File: config.mk
export PLATFORM = sky130hd
export DESIGN_NAME = uart_tx_param
export DESIGN_NICKNAME = d
export VERILOG_FILES = /design/src/rtl/uart_tx_param.sv
export SDC_FILE = /design/constraint.sdc
export NUM_CORES = 1
export LEC_CHECK = 0
export ABC_CLOCK_PERIOD_IN_PS = 3400
export CORE_MARGIN = 2
export CORE_UTILIZATION = 57
export DETAILED_ROUTE_END_ITERATION = 6
export PLACE_DENSITY = 0.81
export RECOVER_POWER = 100
export SLEW_MARGIN = 20
export SYNTH_ARGS = -nofsm -noshare
export SYNTH_HDL_FRONTEND = slang
export SYNTH_SLANG_ARGS = --single-unit
File: constraint.sdc
create_clock -name clk_tx -period 3.4 [get_ports clk_tx]
set_input_delay 0.51 -clock clk_tx [delete_from_list [all_inputs] [get_ports clk_tx]]
set_output_delay 0.51 -clock clk_tx [all_outputs]
set_load 0.1 [all_outputs]
File: src/rtl/uart_tx_param.sv
// uart_tx_param: parametrised UART transmitter that pops words from a FWFT FIFO and frames them on txd.
// Define UART_TX_CTS_EN to add the active-low cts_n input that gates FIFO pops.
module uart_tx_param #(
    parameter int DATA_BITS = 8,
    parameter int PARITY    = 1,
    parameter int STOP_BITS = 1,
    parameter int DIV_NUM   = 16
) (
    input  logic                 clk_tx,
    input  logic                 rst_n,
`ifdef UART_TX_CTS_EN
    input  logic                 cts_n,
`endif
    input  logic [DATA_BITS-1:0] tx_data,
    input  logic                 fifo_empty,
    output logic                 r_en,
    output logic                 txd,
    output logic                 busy,
    output logic                 tx_done
);
    localparam int BW = (DIV_NUM > 2) ? $clog2(DIV_NUM) : 1;
    localparam int CW = $clog2(DATA_BITS + 1);
    localparam logic [BW-1:0] BAUD_MAX  = BW'(DIV_NUM - 1);
    localparam logic [CW-1:0] DATA_LAST = CW'(DATA_BITS - 1);
    localparam logic [CW-1:0] STOP_LAST = CW'(STOP_BITS - 1);
    localparam logic [2:0] IDLE  = 3'd0;
    localparam logic [2:0] START = 3'd1;
    localparam logic [2:0] DATA  = 3'd2;
    localparam logic [2:0] PAR   = 3'd3;
    localparam logic [2:0] STOP  = 3'd4;

    logic [2:0]           r_state;
    logic [BW-1:0]        r_baud;
    logic [CW-1:0]        r_bit;
    logic [DATA_BITS-1:0] r_shreg;
    logic                 r_par;
    logic                 r_txd;
    logic                 w_cts;
    logic                 w_tick;

`ifdef UART_TX_CTS_EN
    assign w_cts = ~cts_n;
`else
    assign w_cts = 1'b1;
`endif
    assign w_tick  = r_baud == BAUD_MAX;
    // gated by rst_n so the FIFO never loses a word while the transmitter is held in reset
    assign r_en    = rst_n & (r_state == IDLE) & ~fifo_empty & w_cts;
    assign txd     = r_txd;
    assign busy    = r_state != IDLE;
    assign tx_done = (r_state == STOP) & w_tick & (r_bit == STOP_LAST);

    always_ff @(posedge clk_tx) begin
        if (!rst_n) begin
            r_state <= IDLE;
            r_baud  <= '0;
            r_bit   <= '0;
            r_shreg <= '1;
            r_par   <= 1'b1;
            r_txd   <= 1'b1;
        end else begin
            r_baud <= (r_state == IDLE || w_tick) ? '0 : r_baud + 1'b1;
            case (r_state)
                IDLE: if (r_en) begin
                    r_state <= START;
                    r_shreg <= tx_data;
                    r_par   <= (PARITY == 1) ? ~^tx_data : ^tx_data;
                    r_txd   <= 1'b0;
                end
                START: if (w_tick) begin
                    r_state <= DATA;
                    r_txd   <= r_shreg[0];
                    r_shreg <= {1'b1, r_shreg[DATA_BITS-1:1]};
                end
                DATA: if (w_tick) begin
                    if (r_bit == DATA_LAST) begin
                        r_bit   <= '0;
                        r_state <= (PARITY != 0) ? PAR : STOP;
                        r_txd   <= (PARITY != 0) ? r_par : 1'b1;
                    end else begin
                        r_bit   <= r_bit + 1'b1;
                        r_txd   <= r_shreg[0];
                        r_shreg <= {1'b1, r_shreg[DATA_BITS-1:1]};
                    end
                end
                PAR: if (w_tick) begin
                    r_state <= STOP;
                    r_txd   <= 1'b1;
                end
                STOP: if (w_tick) begin
                    r_bit   <= (r_bit == STOP_LAST) ? '0 : r_bit + 1'b1;
                    r_state <= (r_bit == STOP_LAST) ? IDLE : STOP;
                end
                default: r_state <= IDLE;
            endcase
        end
    end
endmodule
==> results.sh <==
export IMPL_status="completed"
export IMPL_via_per_inst=5.825
export IMPL_rows=17
export IMPL_io_pins=15
export IMPL_antenna_found_initial=0
export IMPL_yosysWarningCount=0
export IMPL_crit_required_ns=2.89
export IMPL_rsz0062_at_grt="no"
export IMPL_holdCritPathClass="register to register"
export IMPL_critical_path_class="register to primary output"
export IMPL_grt_pass1_wl_mm=4.098
export IMPL_synth_adder_area_share_pct=2.876
export IMPL_place_inst=173
export IMPL_finalCritPeriodShare_pct=81.76
export IMPL_fmax_ghz=0.3597
export IMPL_post_cts_setup_buffers=0
export IMPL_syn_inst=138
export IMPL_synth_nets=152
export IMPL_min_period_ns=2.780
export IMPL_die_area_sq_mm=0.002688
export IMPL_core_area_sq_mm=0.002191
export IMPL_crit_path_max_fanout=22
export IMPL_clock_sinks=21
export IMPL_p_leak_uw=0.0006116
export IMPL_post_dp_hpwl_mm=1.822
export IMPL_drtAntennaViolNets=0
export IMPL_cts_resized=0
export IMPL_numCtsBuffers=3
export IMPL_synth_xor_area_share_pct=9.396
export IMPL_path_clk_slew_ns=0.12
export IMPL_synth_edf_count=0
export IMPL_synth_top_area_share_pct=32.21
export IMPL_ys_seq_area_share_pct=32.21
export IMPL_nNetsFinal=164
export IMPL_end_kind="primary output"
export IMPL_dr_first_iter_drc_count=20
export IMPL_synthSimpleGateAreaFrac_pct=21.48
export IMPL_synthArstFlopShare_pct=0
export IMPL_drive_gt1_share_pct=15.44
export IMPL_overflow=0
export IMPL_first_pass_iters=4
export IMPL_synth_compound_area_share_pct=16.87
export IMPL_synth_top_family_by_area="simple AND/OR/NAND/NOR gates"
export IMPL_skew_ns=0.007799
export IMPL_worstPathArrival_ns=2.27
export IMPL_hold_buffers=0
export IMPL_drv_slew=0
export IMPL_ys_seq_elements=21
export IMPL_gp_congestion=0.8603
export IMPL_yosys_top_cells_area="dfxtp_1 32%, mux2i_1 7.7%, xnor2_1 7.4%"
export IMPL_wire_per_inst_um=13.53
export IMPL_worst_slew_pin_slew_ns=1.156
export IMPL_tns_ns=0
export IMPL_fin_util_pct=64.65
export IMPL_cts_root_buf="clkbuf_4"
export IMPL_final_setup_viol_count=0
export IMPL_slew_headroom_pct=23.28
export IMPL_yosysUniqueCellTypes=42
export IMPL_syn2layout_area_growth_pct=8.533
export IMPL_synthFlopType="dfxtp_1"
export IMPL_netlist_area_sq_mm=0.001305
export IMPL_clockBufferDepth=2
export IMPL_initial_core_util_pct=59.57
export IMPL_io_buffers=14
export IMPL_synth_most_common_cell="dfxtp_1"
export IMPL_grt_pass1_vias=951
export IMPL_start_kind="register"
export IMPL_fillers=212
export IMPL_synth_area_leader_cell="dfxtp_1"
export IMPL_slowest_delay_ns=0.88
export IMPL_grt_use_total_pct=19.99
export IMPL_instances_no_fill=177
export IMPL_crit_chain="or3_1 > clkbuf_1"
export IMPL_diodes=0
export IMPL_cellPowerDensity_mw_per_mm2=346.6
export IMPL_wl_mm=2.394
export IMPL_maxCapViolCount=0
export IMPL_irDropWorstVdd_uv=298.4
export IMPL_avgSynthCellArea_sq_um=9.457
export IMPL_clock_insertion_delay_worst_skew_ns=0.30
export IMPL_die_h_um=51.85
export IMPL_synthMuxAreaShare_pct=7.670
export IMPL_synth_common_cells="21 x dfxtp_1, 11 x inv_1, 11 x nor2_1, 11 x xnor2_1, 10 x mux2i_1"
export IMPL_crit_slowest_cell="clkbuf_1"
export IMPL_htreeDepth=1
export IMPL_route_detailed_drc=0
export IMPL_hold_viol_final=0
export IMPL_die_w_um=51.85
export IMPL_num_vias=1031
export IMPL_grt_max_degree=23
export IMPL_cts_tree="done"
-- logic make-up (layout without fill, tap and decap cells) --
group,after synthesis,in the layout
buffers and inverters,19,30
xor gates and xnor gates,14,14
muxes,10,10
DFF,21,21
and+or+nand+nor,43,43
adders and majority gates,3,3
AOI/OAI and AO/OA,28,28
-- worst max-delay path, delay by kind of cell, from the launching register on --
kind	cells	cell delay, ns
simple gates	1	0.30
flops	1	0.78
buf+inv	1	0.88
-- flip-flops by register name (all words and copies together), names as in the netlist --
signal   cells
txd          1
r_baud       4
r_shreg      8
r_state      3
r_par        1
r_bit        4
-- cell usage in the layout (no fill, tap or decap), types with 5 or more instances in the layout --
cell type,n
xnor2_1,11
dfxtp_1,21
mux2i_1,10
o21ai_0,7
o311a_2,7
clkdlybuf4s50_1,9
inv_1,11
and2b_2,5
nor2_1,11
nand3_1,7
-- power by group --
| part | total (uW) | switching [uW] | internal [uW] |
|---|---|---|---|
| Clock | 118 | 72.0 | 45.6 |
| Sequential | 268 | 8.90 | 259 |
| Combinational | 105 | 55.4 | 49.6 |
-- final cells by class --
type / count / area (sq um) / area share [%]
Clock buffer: 4 / 26.28 / 1.855
Multi-Input combinational cell: 98 / 750.7 / 53.00
Inverter: 11 / 41.29 / 2.915
Tap cell: 28 / 35.03 / 2.473
Sequential cell: 21 / 420.4 / 29.68
Timing Repair Buffer: 15 / 142.6 / 10.07
-- metrics by stage --
| step | total power [uW] | setup WS (ns) | hold WS [ns] | cell area (sq um) |
|---|---|---|---|---|
| final | 490.9 | 0.6203 | 0.4684 | 1416 |
| after global routing | 514.4 | 0.5004 | 0.4938 | 1416 |
| after CTS | 499.4 | 0.8260 | 0.4779 | 1441 |
| after detailed placement | 382.6 | 0.9138 | 0.4602 | 1415 |
| after global placement | 380.2 | 0.9619 | 0.4335 | 1415 |
| after floorplan | 355.6 | 0.7591 | 0.4176 | 1310 |
-- path summary, 6_finish.rpt --
| kind | start | to | slack (ns) | cells past startpoint |
|---|---|---|---|---|
| max | r_state[2] | busy | 0.62 | 2 |
| min | r_baud[0] | r_baud[0] | 0.47 | 1 |
| max reg2reg | r_state[2] | r_bit[3] | 1.31 | 4 |
| min reg2reg | r_baud[0] | r_baud[0] | 0.47 | 1 |
-- routing by layer --
metal  GRT usage (%)  vias to the layer above  wire (um)
met5               0                        -          0
met4           7.018                        0         31
met3           3.448                        4         94
met2           33.33                       23       1154
met1           25.76                      492       1114
li1                -                      512          -
Note: power is estimated with default switching activity, not from simulation.
